==> src/rtl/m2p_word_serializer_pkg.sv <==
`default_nettype none
// ============================================================================
// Module   : m2p_pkg
// Purpose  : Shared widths, the buffered message record and the length
//            legality rule for the method-to-pipe word serializer.
// Revision : 1.0 - initial release
// ============================================================================
package m2p_pkg;

  localparam int MSG_WIDTH  = 128;
  localparam int WORD_WIDTH = 32;
  localparam int LEN_WIDTH  = 16;

  // Header word (word 0) layout.
  localparam int PORTAL_ID_LSB  = 0;
  localparam int PORTAL_ID_MSB  = 15;
  localparam int METHOD_NUM_LSB = 16;
  localparam int METHOD_NUM_MSB = 31;

  typedef struct packed {
    logic [MSG_WIDTH-1:0] v;
    logic [LEN_WIDTH-1:0] length;
  } m2p_msg_t;

  // A message is storable when it carries at least the header word and
  // does not claim more words than the packed payload holds.
  function automatic logic len_is_legal(input logic [LEN_WIDTH-1:0] len,
                                        input int unsigned          maxwords);
    return (len != '0) && (32'(len) <= maxwords);
  endfunction

endpackage
`default_nettype wire

==> src/rtl/m2p_word_serializer_if.sv <==
`default_nettype none
// ============================================================================
// Module   : m2p_word_serializer_if
// Purpose  : Handshake bundle between the indication marshaller (pipe side),
//            the serializer, and the host portal FIFO (out side).
//   pipe_enq__ENA/__RDY/_v/_length : message enqueue handshake
//   out_enq__ENA/__RDY/_v/_last    : word stream toward the portal FIFO
//   master : environment side (drives messages, grants out RDY)
//   slave  : serializer side
// Revision : 1.0 - initial release
// ============================================================================
interface m2p_word_serializer_if;
  import m2p_pkg::*;

  logic                  pipe_enq__ENA;
  logic [MSG_WIDTH-1:0]  pipe_enq_v;
  logic [LEN_WIDTH-1:0]  pipe_enq_length;
  logic                  pipe_enq__RDY;

  logic                  out_enq__ENA;
  logic [WORD_WIDTH-1:0] out_enq_v;
  logic                  out_enq_last;
  logic                  out_enq__RDY;

  modport master (
    output pipe_enq__ENA, pipe_enq_v, pipe_enq_length, out_enq__RDY,
    input  pipe_enq__RDY, out_enq__ENA, out_enq_v, out_enq_last
  );

  modport slave (
    input  pipe_enq__ENA, pipe_enq_v, pipe_enq_length, out_enq__RDY,
    output pipe_enq__RDY, out_enq__ENA, out_enq_v, out_enq_last
  );

endinterface
`default_nettype wire

==> src/rtl/m2p_word_serializer_msg_fifo.sv <==
`default_nettype none
// ============================================================================
// Module   : m2p_msg_fifo
// Purpose  : DEPTH-entry FIFO of m2p_msg_t records with a combinational head.
//   clk, rst : clock, asynchronous active-high reset
//   i_push   : write i_data at the tail (ignored when full)
//   i_pop    : retire the head entry (ignored when empty)
//   o_head   : current head record
//   o_full   : occupancy == DEPTH
//   o_empty  : occupancy == 0
// Revision : 1.0 - initial release
// ============================================================================
module m2p_msg_fifo
  import m2p_pkg::*;
#(
  parameter int DEPTH = 2
) (
  input  wire logic     clk,
  input  wire logic     rst,
  input  wire logic     i_push,
  input  wire m2p_msg_t i_data,
  input  wire logic     i_pop,
  output m2p_msg_t      o_head,
  output logic          o_full,
  output logic          o_empty
);

  localparam int c_ptr_w = (DEPTH > 1) ? $clog2(DEPTH) : 1;
  localparam int c_cnt_w = c_ptr_w + 1;

  m2p_msg_t           r_mem [DEPTH];
  logic [c_ptr_w-1:0] r_head;
  logic [c_ptr_w-1:0] r_tail;
  logic [c_cnt_w-1:0] r_count;

  logic w_push;
  logic w_pop;

  assign o_full  = (r_count == c_cnt_w'(DEPTH));
  assign o_empty = (r_count == '0);
  assign w_push  = i_push & ~o_full;
  assign w_pop   = i_pop  & ~o_empty;
  assign o_head  = r_mem[r_head];

  // Storage needs no reset: an entry is only observed once occupancy says so.
  always_ff @(posedge clk) begin
    if (w_push) begin
      r_mem[r_tail] <= i_data;
    end
  end

  // DEPTH is a power of two, so the pointers wrap by natural overflow.
  always_ff @(posedge clk or posedge rst) begin
    if (rst) begin
      r_head  <= '0;
      r_tail  <= '0;
      r_count <= '0;
    end else begin
      if (w_push) begin
        r_tail <= r_tail + c_ptr_w'(1);
      end
      if (w_pop) begin
        r_head <= r_head + c_ptr_w'(1);
      end
      case ({w_push, w_pop})
        2'b10:   r_count <= r_count + c_cnt_w'(1);
        2'b01:   r_count <= r_count - c_cnt_w'(1);
        default: r_count <= r_count;
      endcase
    end
  end

endmodule
`default_nettype wire

==> src/rtl/m2p_word_serializer.sv <==
`default_nettype none
// ============================================================================
// Module   : m2p_word_serializer
// Purpose  : Buffers packed indication messages and streams each one out as
//            32-bit words, header first, flagging the final word with last.
//            Messages with an illegal length are dropped and counted.
//   CLK, RST  : clock, asynchronous active-high reset
//   m2p       : pipe enqueue (message in) and out enqueue (word out) handshakes
//   err_count : saturating count of discarded messages
// Revision : 1.0 - initial release
// ============================================================================
module m2p_word_serializer
  import m2p_pkg::*;
#(
  parameter int DEPTH    = 2,
  parameter int MAXWORDS = 4,
  parameter int ERRW     = 8
) (
  input  wire logic              CLK,
  input  wire logic              RST,
  m2p_word_serializer_if.slave   m2p,
  output logic [ERRW-1:0]        err_count
);

  localparam int              c_idx_w   = (MAXWORDS > 1) ? $clog2(MAXWORDS) : 1;
  localparam logic [ERRW-1:0] c_err_max = '1;

  m2p_msg_t              w_push_data;
  m2p_msg_t              w_head;
  logic                  w_full;
  logic                  w_empty;
  logic                  w_accept;
  logic                  w_len_ok;
  logic                  w_push;
  logic                  w_bad;
  logic                  w_xfer;
  logic                  w_last;
  logic                  w_pop;
  logic [WORD_WIDTH-1:0] w_words [MAXWORDS];
  logic [WORD_WIDTH-1:0] w_word;

  logic [c_idx_w-1:0]    r_idx;
  logic [ERRW-1:0]       r_err;

  // ---------------------------------------------------------------- enqueue
  // RDY comes from registered occupancy only, so a full buffer refuses a
  // message even in a cycle where the head is being popped.
  assign m2p.pipe_enq__RDY = ~w_full;
  assign w_accept          = m2p.pipe_enq__ENA & ~w_full;
  assign w_len_ok          = len_is_legal(m2p.pipe_enq_length, MAXWORDS);
  assign w_push            = w_accept & w_len_ok;
  assign w_bad             = w_accept & ~w_len_ok;
  assign w_push_data       = '{v: m2p.pipe_enq_v, length: m2p.pipe_enq_length};

  m2p_msg_fifo #(
    .DEPTH (DEPTH)
  ) u_fifo (
    .clk     (CLK),
    .rst     (RST),
    .i_push  (w_push),
    .i_data  (w_push_data),
    .i_pop   (w_pop),
    .o_head  (w_head),
    .o_full  (w_full),
    .o_empty (w_empty)
  );

  // ----------------------------------------------------------------- output
  for (genvar k = 0; k < MAXWORDS; k++) begin : g_words
    assign w_words[k] = w_head.v[k*WORD_WIDTH +: WORD_WIDTH];
  end

  assign w_word = w_words[r_idx];
  assign w_last = ~w_empty &
                  (LEN_WIDTH'(r_idx) == (w_head.length - LEN_WIDTH'(1)));
  assign w_xfer = ~w_empty & m2p.out_enq__RDY;
  assign w_pop  = w_xfer & w_last;

  assign m2p.out_enq__ENA = w_xfer;
  assign m2p.out_enq_v    = w_empty ? '0 : w_word;
  assign m2p.out_enq_last = w_last;

  // Word index walks through the head message; a stalled cycle leaves it
  // (and therefore the presented word) untouched.
  always_ff @(posedge CLK or posedge RST) begin
    if (RST) begin
      r_idx <= '0;
    end else if (w_xfer) begin
      if (w_last) begin
        r_idx <= '0;
      end else begin
        r_idx <= r_idx + c_idx_w'(1);
      end
    end
  end

  // ------------------------------------------------------------ error count
  always_ff @(posedge CLK or posedge RST) begin
    if (RST) begin
      r_err <= '0;
    end else if (w_bad && (r_err != c_err_max)) begin
      r_err <= r_err + ERRW'(1);
    end
  end

  assign err_count = r_err;

endmodule
`default_nettype wire

==> src/flat_wrapper.sv <==
// flat-port wrapper written by rule: the top's interface ports become plain ports
module m2p_word_serializer_flat import m2p_pkg::*;
#(
  parameter int DEPTH    = 2,
  parameter int MAXWORDS = 4,
  parameter int ERRW     = 8
)
  (CLK, RST, err_count, m2p_pipe_enq__ENA, m2p_pipe_enq_v, m2p_pipe_enq_length, m2p_out_enq__RDY, m2p_pipe_enq__RDY, m2p_out_enq__ENA, m2p_out_enq_v, m2p_out_enq_last);
  m2p_word_serializer_if m2p_i ();
  input  wire logic CLK;
  input  wire logic RST;
  output logic [ERRW-1:0] err_count;
  input wire logic [$bits(m2p_i.pipe_enq__ENA)-1:0] m2p_pipe_enq__ENA;
  input wire logic [$bits(m2p_i.pipe_enq_v)-1:0] m2p_pipe_enq_v;
  input wire logic [$bits(m2p_i.pipe_enq_length)-1:0] m2p_pipe_enq_length;
  input wire logic [$bits(m2p_i.out_enq__RDY)-1:0] m2p_out_enq__RDY;
  output wire logic [$bits(m2p_i.pipe_enq__RDY)-1:0] m2p_pipe_enq__RDY;
  output wire logic [$bits(m2p_i.out_enq__ENA)-1:0] m2p_out_enq__ENA;
  output wire logic [$bits(m2p_i.out_enq_v)-1:0] m2p_out_enq_v;
  output wire logic [$bits(m2p_i.out_enq_last)-1:0] m2p_out_enq_last;
  assign m2p_i.pipe_enq__ENA = m2p_pipe_enq__ENA;
  assign m2p_i.pipe_enq_v = m2p_pipe_enq_v;
  assign m2p_i.pipe_enq_length = m2p_pipe_enq_length;
  assign m2p_i.out_enq__RDY = m2p_out_enq__RDY;
  assign m2p_pipe_enq__RDY = m2p_i.pipe_enq__RDY;
  assign m2p_out_enq__ENA = m2p_i.out_enq__ENA;
  assign m2p_out_enq_v = m2p_i.out_enq_v;
  assign m2p_out_enq_last = m2p_i.out_enq_last;
  m2p_word_serializer #(.DEPTH(DEPTH), .MAXWORDS(MAXWORDS), .ERRW(ERRW)) u_core (.CLK(CLK), .RST(RST), .m2p(m2p_i), .err_count(err_count));
endmodule
==> config.mk <==
export PLATFORM = sky130hd
export DESIGN_NAME = m2p_word_serializer_flat
export DESIGN_NICKNAME = d
export VERILOG_FILES = /design/src/rtl/m2p_word_serializer_pkg.sv /design/src/rtl/m2p_word_serializer_if.sv /design/src/rtl/m2p_word_serializer_msg_fifo.sv /design/src/rtl/m2p_word_serializer.sv /design/src/flat_wrapper.sv
export SDC_FILE = /design/constraint.sdc
export NUM_CORES = 1
export LEC_CHECK = 0
export ABC_AREA = 1
export BUFFER_PORTS_ARGS = -buffer_cell sky130_fd_sc_hd__buf_2
export CORE_UTILIZATION = 35
export DETAILED_ROUTE_END_ITERATION = 8
export GPL_TIMING_DRIVEN = 0
export REMOVE_ABC_BUFFERS = 1
export SLEW_MARGIN = 20
export SYNTH_ARGS = -nofsm -noshare
export SYNTH_HDL_FRONTEND = slang
export SYNTH_SLANG_ARGS = --single-unit
==> constraint.sdc <==
create_clock -name CLK -period 20.5 [get_ports CLK]
set_clock_uncertainty 0.15 [all_clocks]
set_input_delay 2.05 -clock CLK [delete_from_list [all_inputs] [get_ports CLK]]
set_output_delay 2.05 -clock CLK [all_outputs]
set_load 0.05 [all_outputs]
# After elaboration in Yosys (flattened, before gate mapping)
# Memory sizes are Yosys's and may differ from the RTL's.
# Cells that the tools add are included.
# op_classes
add_sub_neg,7
magnitude_cmp,2
n_eq_ne,5
muxes,8
bitwise_logic,12
reduce_logical,5
# ops
operator,count
$mux 32,3
$bmux 32 s2,1
$eq 2x16->1,1
$le 16x3->1 const B,1
$reduce_bool 16->1,1
$sub 16x1->16 const B,1
$add 8x1->8 const B,1
$and 1x1->1,8
$ne 8x8->1 const B,1
$add 2x1->2 const B,2
$eq 2x2->1 const B,2
$pmux 2 s2,1
$ge 3x3->1 const B,1
$not 1->1,3
$not 2->3,1
$add 1x1->1 const B,2
$eq 2x1->1 const B,1
$logic_and 1x1->1,2
$logic_not 2->1,1
$mux 1,2
$mux 2,1
$reduce_bool 2->1,1
$sub 2x1->2 const B,1
# word_totals
reg_bits,14
ram_bits,288
out_inout_bits,43
word_cells,45
mem_count,1
# memory_table
memory,words,width,read_ports,rd_ports_with_merged_regs,wr,line,source
u_core.u_fifo.r_mem,2,144,1,0,1,m2p_word_serializer_msg_fifo.sv:31,m2p_msg_t r_mem [DEPTH];

# Depth between registers and ports, before layout
# Gate-level depths: netlist of the first run.
# An unclocked memory read counts as a cell.
# logic_depth
word_depth,8
depth_mapped,23
ltp_nobuf,21

# Hierarchy
# A second synthesis of the first run with hierarchy kept.
# unflattened
cells_unflattened,1245
area_unflattened_um2,13141.4
# by_module_without_submodules
module,n_inst,cells_each,area_each_um2
m2p_msg_fifo,1,785,10901.7
m2p_word_serializer,1,460,2239.6

# Least setup slack after synthesis of the first run
# Ideal clock, no wire load.
# synth_path
path_kind,input port to flip-flop
startpoint,in m2p_pipe_enq_length[6]
endpoint,mem u_core.u_fifo.r_mem[0][0] (netlist name) (enable)
setup_ps,649
arrival_time_ps,8819
slack_ps,10882
stages,7
path_cell_list,nor2_1 > nand2_1 > nor3_1 > nand4_1 > or2_2 > clkbuf_1 > nor2_1
# synth_between
elab_chain_cells,6
# synth_lines
item,line,source
start: declaration,flat_wrapper.sv:15,input wire logic [$bits(m2p_i.pipe_enq_length)-1:0] m2p_pipe_enq_length;
$le 16x3->1 / $reduce_bool 16->1 (equally long branches),m2p_word_serializer_pkg.sv:29,return (len != '0) && (32'(len) <= maxwords);
$logic_and 1x1->1 (*),m2p_word_serializer_pkg.sv:29,
$and 1x1->1 (*),m2p_word_serializer.sv:51,assign w_push = w_accept & w_len_ok;
$and 1x1->1 (*),m2p_word_serializer_msg_fifo.sv:41,assign w_push = i_push & ~o_full;
$mux 1 (*),m2p_word_serializer_msg_fifo.sv:47,if (w_push) begin
$mux 1 (implied by the code) (*),m2p_word_serializer_msg_fifo.sv:48,r_mem[r_tail] <= i_data;
end: declaration,m2p_word_serializer_msg_fifo.sv:31,
# Every way passes the cells marked *; elsewhere a longest branch is shown, timed or not.

# Final worst setup path of the first run
# layout_path
startpoint,reg u_core.u_fifo.r_head
endpoint,out m2p_out_enq_last
# layout_between
elab_chain_cells,4
# layout_lines
item,line,source
start: declaration,m2p_word_serializer_msg_fifo.sv:32,logic [c_ptr_w-1:0] r_head;
start signal: assignment,m2p_word_serializer_msg_fifo.sv:63,r_head <= r_head + c_ptr_w'(1);
$mem_v2 2x144,--,
$sub 16x1->16,m2p_word_serializer.sv:75,(LEN_WIDTH'(r_idx) == (w_head.length - LEN_WIDTH'(1)));
$eq 2x16->1,m2p_word_serializer.sv:75,
$and 1x1->1,m2p_word_serializer.sv:74,assign w_last = ~w_empty &
end: declaration,flat_wrapper.sv:20,output wire logic [$bits(m2p_i.out_enq_last)-1:0] m2p_out_enq_last;
# Every way passes these cells.

==> flow_metrics.py, run 1 <==
metrics = {
    "yosys": {
        "netlist_area_um2": 12400,
        "synth_edf_count": 288,
        "synth_seq_area_share_pct": 72.6,
        "synthCells": 1030,
        "yosysUniqueCellTypes": 35,
        "synth_area_per_cell_um2": 12.0,
        "yosysTopAreaCell": "edfxtp_1",
        "synth-main-ff-cell": "edfxtp_1",
        "synth_top_area_share_pct": 69.8,
        "yosys_warnings": 0,
        "ys_ff_latch": 302,
        "synth-async-reset-ratio_pct": 4.64,
        "netlist_top_cells_area": "edfxtp_1 70%, nor2_1 6.5%, o21ai_0 6.4%",
    },
    "worst_setup_path": {
        "cpPeakStageDelay_ns": 0.69,
        "worstPathArrival_ns": 4.54,
        "crit_chain": "buf_16 -> buf_16 -> inv_6 -> buf_16 -> nand2_1 -> nand2_1 -> ha_1 -> inv_1 -> nand2_1 -> nand2_1 -> nand2_1 -> nor2_1 -> nand2_1 -> nor2_1 -> nand3_1 -> nor2_1 -> nand2_1 -> nor2_4 -> nand2_1 -> nor2_1 -> buf_2",
        "cp-end-kind": "primary output",
        "critPathMaxFanout": 80,
        "required_ns": 18.30,
        "crit_top_cell": "nand2_1",
        "startpoint_type": "register",
        "cpLargestDelayFamily": "buffers and inverters",
        "slowest_stage": "dfrtp_4",
        "critPathBufInv": 6,
        "crit_type": "reg2out",
    },
    "power": {
        "power_density_nw_per_um2": 87.0,
        "p_clk_share_pct": 42.6,
        "p_seq_share_pct": 52.1,
        "comb_power_share_pct": 5.2,
        "irDropWorstVdd_v": 0.0000648,
        "p_leak_nw": 5.66,
        "intPower_mw": 1.04,
        "switchingPower_uw": 286,
        "swShare_pct": 21.6,
    },
    "sta": {
        "tightest_slew_ns": 0.702,
        "setup_viol": 0,
        "max_freq_ghz": 0.148,
        "maxSlewViolCount": 0,
        "setup_ws_ns": 13.76,
        "finalCriticalPeriod_ns": 6.74,
        "timing_hold_violations_final": 0,
        "final.setup.tns_ns": 0,
        "slew_headroom_pct": 53.1,
        "min_period_over_period_pct": 32.9,
        "rsz0062_at_grt": "no",
    },
    "global_routing": {
        "grt_pass1_vias": 8303,
        "track_usage_pct": 15.9,
        "grt_max_degree": 81,
        "grt_antenna_before_repair": 8,
        "grt_pass1_wl_mm": 44.3,
        "overflow": 0,
    },
    "clocking": {
        "clock_latency_ns": 0.51,
        "cts_resized": 0,
        "post_cts_buffers": 0,
        "clkSinkCount": 302,
        "htreeDepth": 2,
        "clkTransAtPathRegs_ns": 0.06,
        "cts_root_buf": "clkbuf_16",
        "cts_tree": "yes",
        "ctsHoldBuffers": 0,
        "cts_buffers": 34,
        "cts_buffer_depth": 3,
    },
    "place": {
        "post-dp-hpwl_mm": 18.2,
        "finalWeightedCongestion": 0.794,
        "place_ws_ns": 14.30,
        "dp.cells": 1636,
        "port_buffers": 190,
        "placed_area_um2": 14200,
    },
    "floorplan": {
        "start_util_pct": 35.7,
        "die_area_um2": 36200,
        "design.core.area_um2": 34700,
        "die_h_um": 190,
        "fp.dieW_um": 190,
        "num_rows": 68,
        "io_pins": 191,
    },
    "cells_and_area": {
        "layout_commonest_cell": "edfxtp_1",
        "finalInstanceArea_um2": 15200,
        "fin_nets": 1368,
        "layout-drive-gt1-share_pct": 23.3,
        "mostFrequentLayoutCells": "288 x edfxtp_1, 213 x nor2_1, 190 x buf_2",
        "area_growth_pct": 22.7,
        "layout.cells.non_filler": 1699,
    },
    "drt": {
        "dr.pass1.iters": 4,
        "drtIter0Drc": 449,
        "via_count": 8265,
        "wire_per_inst_um": 16.9,
        "viasPerCell": 4.86,
        "wirelength_mm": 28.8,
        "ant_nets": 0,
        "drc": 0,
    },
    "outcome": {
        "status": "finished clean",
    },
    "worst_hold_path": {
        "holdCritPathClass": "reg2reg",
    },
    "run": {
        "max-cap-violations": 0,
    },
}
[registers in the layout, indices dropped and copies added, names as in the netlist]
| name | flops |
|---|---|
| u_core.u_fifo.r_mem | 288 |
| u_core.err_count | 8 |
| u_core.r_idx | 2 |
| u_core.u_fifo.r_count | 2 |
| u_core.u_fifo.r_head | 1 |
| u_core.u_fifo.r_tail | 1 |
[power by group through the flow]
| stage | combinational [mW] | clock, mW | sequential, mW |
|---|---|---|---|
| finish | 0.0692 | 0.564 | 0.690 |
| global route | 0.0751 | 0.604 | 0.690 |
| CTS | 0.0699 | 0.582 | 0.690 |
| detailed placement | 0.0698 | 0 | 0.702 |
| global placement | 0.0666 | 0 | 0.703 |
| floorplan | 0.0167 | 0 | 0.723 |
[routing by layer]
metal | GRT usage (%) | vias to the layer above | part of all wire, %
met2 | 27.8 | 214 | 49
met5 | 0 | - | 0.19
li1 | - | 4041 | -
met4 | 5.05 | 8 | 2.1
met3 | 4.89 | 48 | 7.5
met1 | 18.6 | 3954 | 41
[Yosys cell counts, types with 2 or more instances]
master and n:
buf_2 12, buf_6 3, inv_2 2, nor3_1 3, nand2_1 105, buf_1 6, o21ai_1 9, nor2_4 2
dfrtp_1 14, o21ai_0 159, xor2_1 7, ha_1 3, nand3_2 2, clkbuf_1 35, nor2_2 4, or2_1 2
nand2_2 11, o22ai_1 32, nand3_1 16, inv_1 46, edfxtp_1 288, nor2_1 215, nand4_1 4, a31oi_1 33
xnor2_1 6, buf_4 2
[worst paths after layout]
path / startpoint / end / slack (ns) / depth (start not counted)
max in group asynchronous: RST / u_core.r_idx[0] / 18.37 / 2
worst max register to register: u_core.u_fifo.r_head / u_core.u_fifo.r_count[1] / 15.86 / 24
worst min-delay path: u_core.u_fifo.r_count[1] / u_core.u_fifo.r_count[1] / 0.35 / 1
min in group asynchronous: RST / u_core.err_count[5] / 1.42 / 2
worst min register to register: u_core.u_fifo.r_count[1] / u_core.u_fifo.r_count[1] / 0.35 / 1
worst max-delay path: u_core.u_fifo.r_head / m2p_out_enq_last / 13.76 / 21
[area by class of cell]
| class | instances | area, µm² |
|---|---|---|
| Antenna cell | 4 | 10.0 |
| Clock buffer | 44 | 928 |
| Clock inverter | 15 | 113 |
| Fill cell | 3221 | 19500 |
| Inverter | 49 | 194 |
| Multi-Input combinational cell | 620 | 2940 |
| Sequential cell | 302 | 9010 |
| Tap cell | 455 | 569 |
| Timing Repair Buffer | 210 | 1440 |
[metrics by stage]
stage	total power, mW	utilization, %	hold WS, ns
finish	1.32	43.8	0.349
global route	1.37	43.8	0.380
CTS	1.34	43.8	0.351
detailed placement	0.772	40.8	0.339
global placement	0.770	39.3	0.337
floorplan	0.740	-	0.319
[logic make-up after synthesis]
family | share of synthesized area [%]
adder cells (fa/ha/maj) | 0.303
AND/OR/NAND/NOR | 12.2
flip-flops | 72.6
XOR/XNOR | 0.919
buffers and inverters | 3.75
AO/OA/AOI/OAI | 10.2
Note: power is estimated with default switching activity, not from simulation.
==> run 2: changes to the inputs <==
Clock period 20.5 ns to 6.09 ns, I/O delays scaled along.
==> run 2 against run 1 <==
  * Via count fell by 0.13%
  * Global-route usage hardly changed
  * Non-clock buffer count grew 1
  * Critical path type unchanged
  * Largest power group unchanged
  * Cell count hardly changed
  * Flip-flop and latch count unchanged
  * Final area barely moved
==> flow_metrics.py, run 2 (same netlist as run 1, synthesis figures left out) <==
metrics = {
    "sta": {
        "slew_headroom_pct": 53.4,
        "max_freq_ghz": 0.188,
        "setup_viol": 0,
        "tightest_slew_ns": 0.698,
        "timing_hold_violations_final": 0,
        "setup_ws_ns": 0.764,
        "maxSlewViolCount": 0,
        "min_period_over_period_pct": 87.5,
        "finalCriticalPeriod_ns": 5.33,
        "rsz0062_at_grt": "no",
    },
    "outcome": {
        "status": "finished clean",
    },
    "clocking": {
        "cts_buffer_depth": 3,
        "clkSinkCount": 302,
        "clock_latency_ns": 0.51,
        "cts_buffers": 34,
        "cts_root_buf": "clkbuf_16",
        "post_cts_buffers": 0,
        "cts_resized": 0,
        "htreeDepth": 2,
        "cts_tree": "yes",
        "clkTransAtPathRegs_ns": 0.06,
    },
    "floorplan": {
        "design.core.area_um2": 34700,
        "io_pins": 191,
        "fp.dieW_um": 190,
        "num_rows": 68,
        "die_area_um2": 36200,
        "die_h_um": 190,
        "start_util_pct": 35.7,
    },
    "power": {
        "irDropWorstVdd_v": 0.000218,
        "power_density_nw_per_um2": 293,
        "p_total_mw": 4.45,
        "p_leak_nw": 5.66,
    },
    "cells_and_area": {
        "layout.cells.non_filler": 1700,
        "area_growth_pct": 22.8,
        "layout_commonest_cell": "edfxtp_1",
        "fin_nets": 1369,
        "layout-drive-gt1-share_pct": 23.3,
        "largest-register": "u_core.u_fifo.r_mem",
        "n_fill_cell": 3220,
        "mostFrequentLayoutCells": "288 x edfxtp_1, 213 x nor2_1, 190 x buf_2",
        "largest_register_ffs": 288,
        "final_util_pct": 43.8,
    },
    "global_routing": {
        "grt_pass1_vias": 8310,
        "overflow": 0,
        "grt_max_degree": 81,
        "track_usage_pct": 15.9,
        "grt_pass1_wl_mm": 44.4,
        "grt_antenna_before_repair": 8,
    },
    "drt": {
        "wirelength_mm": 28.8,
        "dr.pass1.iters": 4,
        "wire_per_inst_um": 17.0,
        "drc": 0,
        "ant_nets": 0,
        "drtIter0Drc": 456,
        "via_count": 8254,
        "viasPerCell": 4.86,
    },
    "worst_setup_path": {
        "required_ns": 5.33,
        "crit_type": "reg2out",
        "startpoint_type": "register",
        "worstPathArrival_ns": 4.57,
        "critPathMaxFanout": 80,
        "cp-end-kind": "primary output",
    },
    "worst_hold_path": {
        "holdCritPathClass": "in2reg",
    },
    "place": {
        "port_buffers": 190,
        "post-dp-hpwl_mm": 18.2,
        "place_ws_ns": 1.33,
        "dp.cells": 1636,
        "finalWeightedCongestion": 0.794,
    },
    "run": {
        "max-cap-violations": 0,
    },
}
run 2: worst paths after layout:
kind	startpoint	endpoint	cells after the start	slack (ns)
max in group asynchronous	RST	u_core.r_idx[0]	3	4.81
worst max-delay path	u_core.u_fifo.r_head	m2p_out_enq_last	21	0.76
min in group asynchronous	RST	u_core.err_count[5]	3	0.57
worst min register to register	u_core.u_fifo.r_count[1]	u_core.u_fifo.r_count[1]	1	0.35
worst max register to register	u_core.u_fifo.r_head	u_core.u_fifo.r_count[1]	24	1.42
worst min-delay path	m2p_pipe_enq_v[58]	u_core.u_fifo.r_mem[0][74]	1	0.13
run 2: what timing repair did:
item | 4_1_cts | 5_1_grt
setup endpoints to repair | 0 | 0
hold buffers | 1 | 0
hold endpoints to repair | 14 | 0
run 2: where the power goes:
part / leakage (nW) / switching, mW / internal [mW] / total [mW]
clock network: 0.516 / 0.780 / 1.12 / 1.90
logic: 2.39 / 0.155 / 0.0788 / 0.233
registers: 2.75 / 0.0265 / 2.30 / 2.32
total: 5.66 / 0.962 / 3.49 / 4.45
run 2: final cells by class:
class	instances	area [µm²]	area share, %
Antenna cell	4	10.0	0.0658
Clock buffer	44	928	6.10
Clock inverter	15	113	0.740
Inverter	49	194	1.27
Multi-Input combinational cell	620	2940	19.3
Sequential cell	302	9010	59.2
Tap cell	455	569	3.74
Timing Repair Buffer	211	1450	9.54
run 2: per-layer routing:
layer	wire length [µm]	GRT usage, %	vias up
li1	-	-	4042
met1	12000	18.6	3956
met2	14100	27.8	200
met3	2030	4.89	48
met4	611	5.05	8
met5	55	0	-
run 2: worst max-delay path, stage by stage (launching register included):
cell and delay, ns:
dfrtp_4 0.70, buf_16 0.29, buf_16 0.23, inv_6 0.42
buf_16 0.36, nand2_1 0.12, nand2_1 0.16, ha_1 0.27
inv_1 0.06, nand2_1 0.04, nand2_1 0.07, nand2_1 0.06
nor2_1 0.11, nand2_1 0.05, nor2_1 0.10, nand3_1 0.07
nor2_1 0.12, nand2_1 0.12, nor2_4 0.12, nand2_1 0.07
nor2_1 0.09, buf_2 0.28
run 2: stage by stage:
stage	hold WS (ns)	setup TNS [ns]	area, µm²
floorplan	0.319	-578.29	12100
global placement	0.337	-1998.15	13600
detailed placement	0.339	0	14200
CTS	0.0967	0	15200
global route	0.0965	0	15200
finish	0.126	0	15200
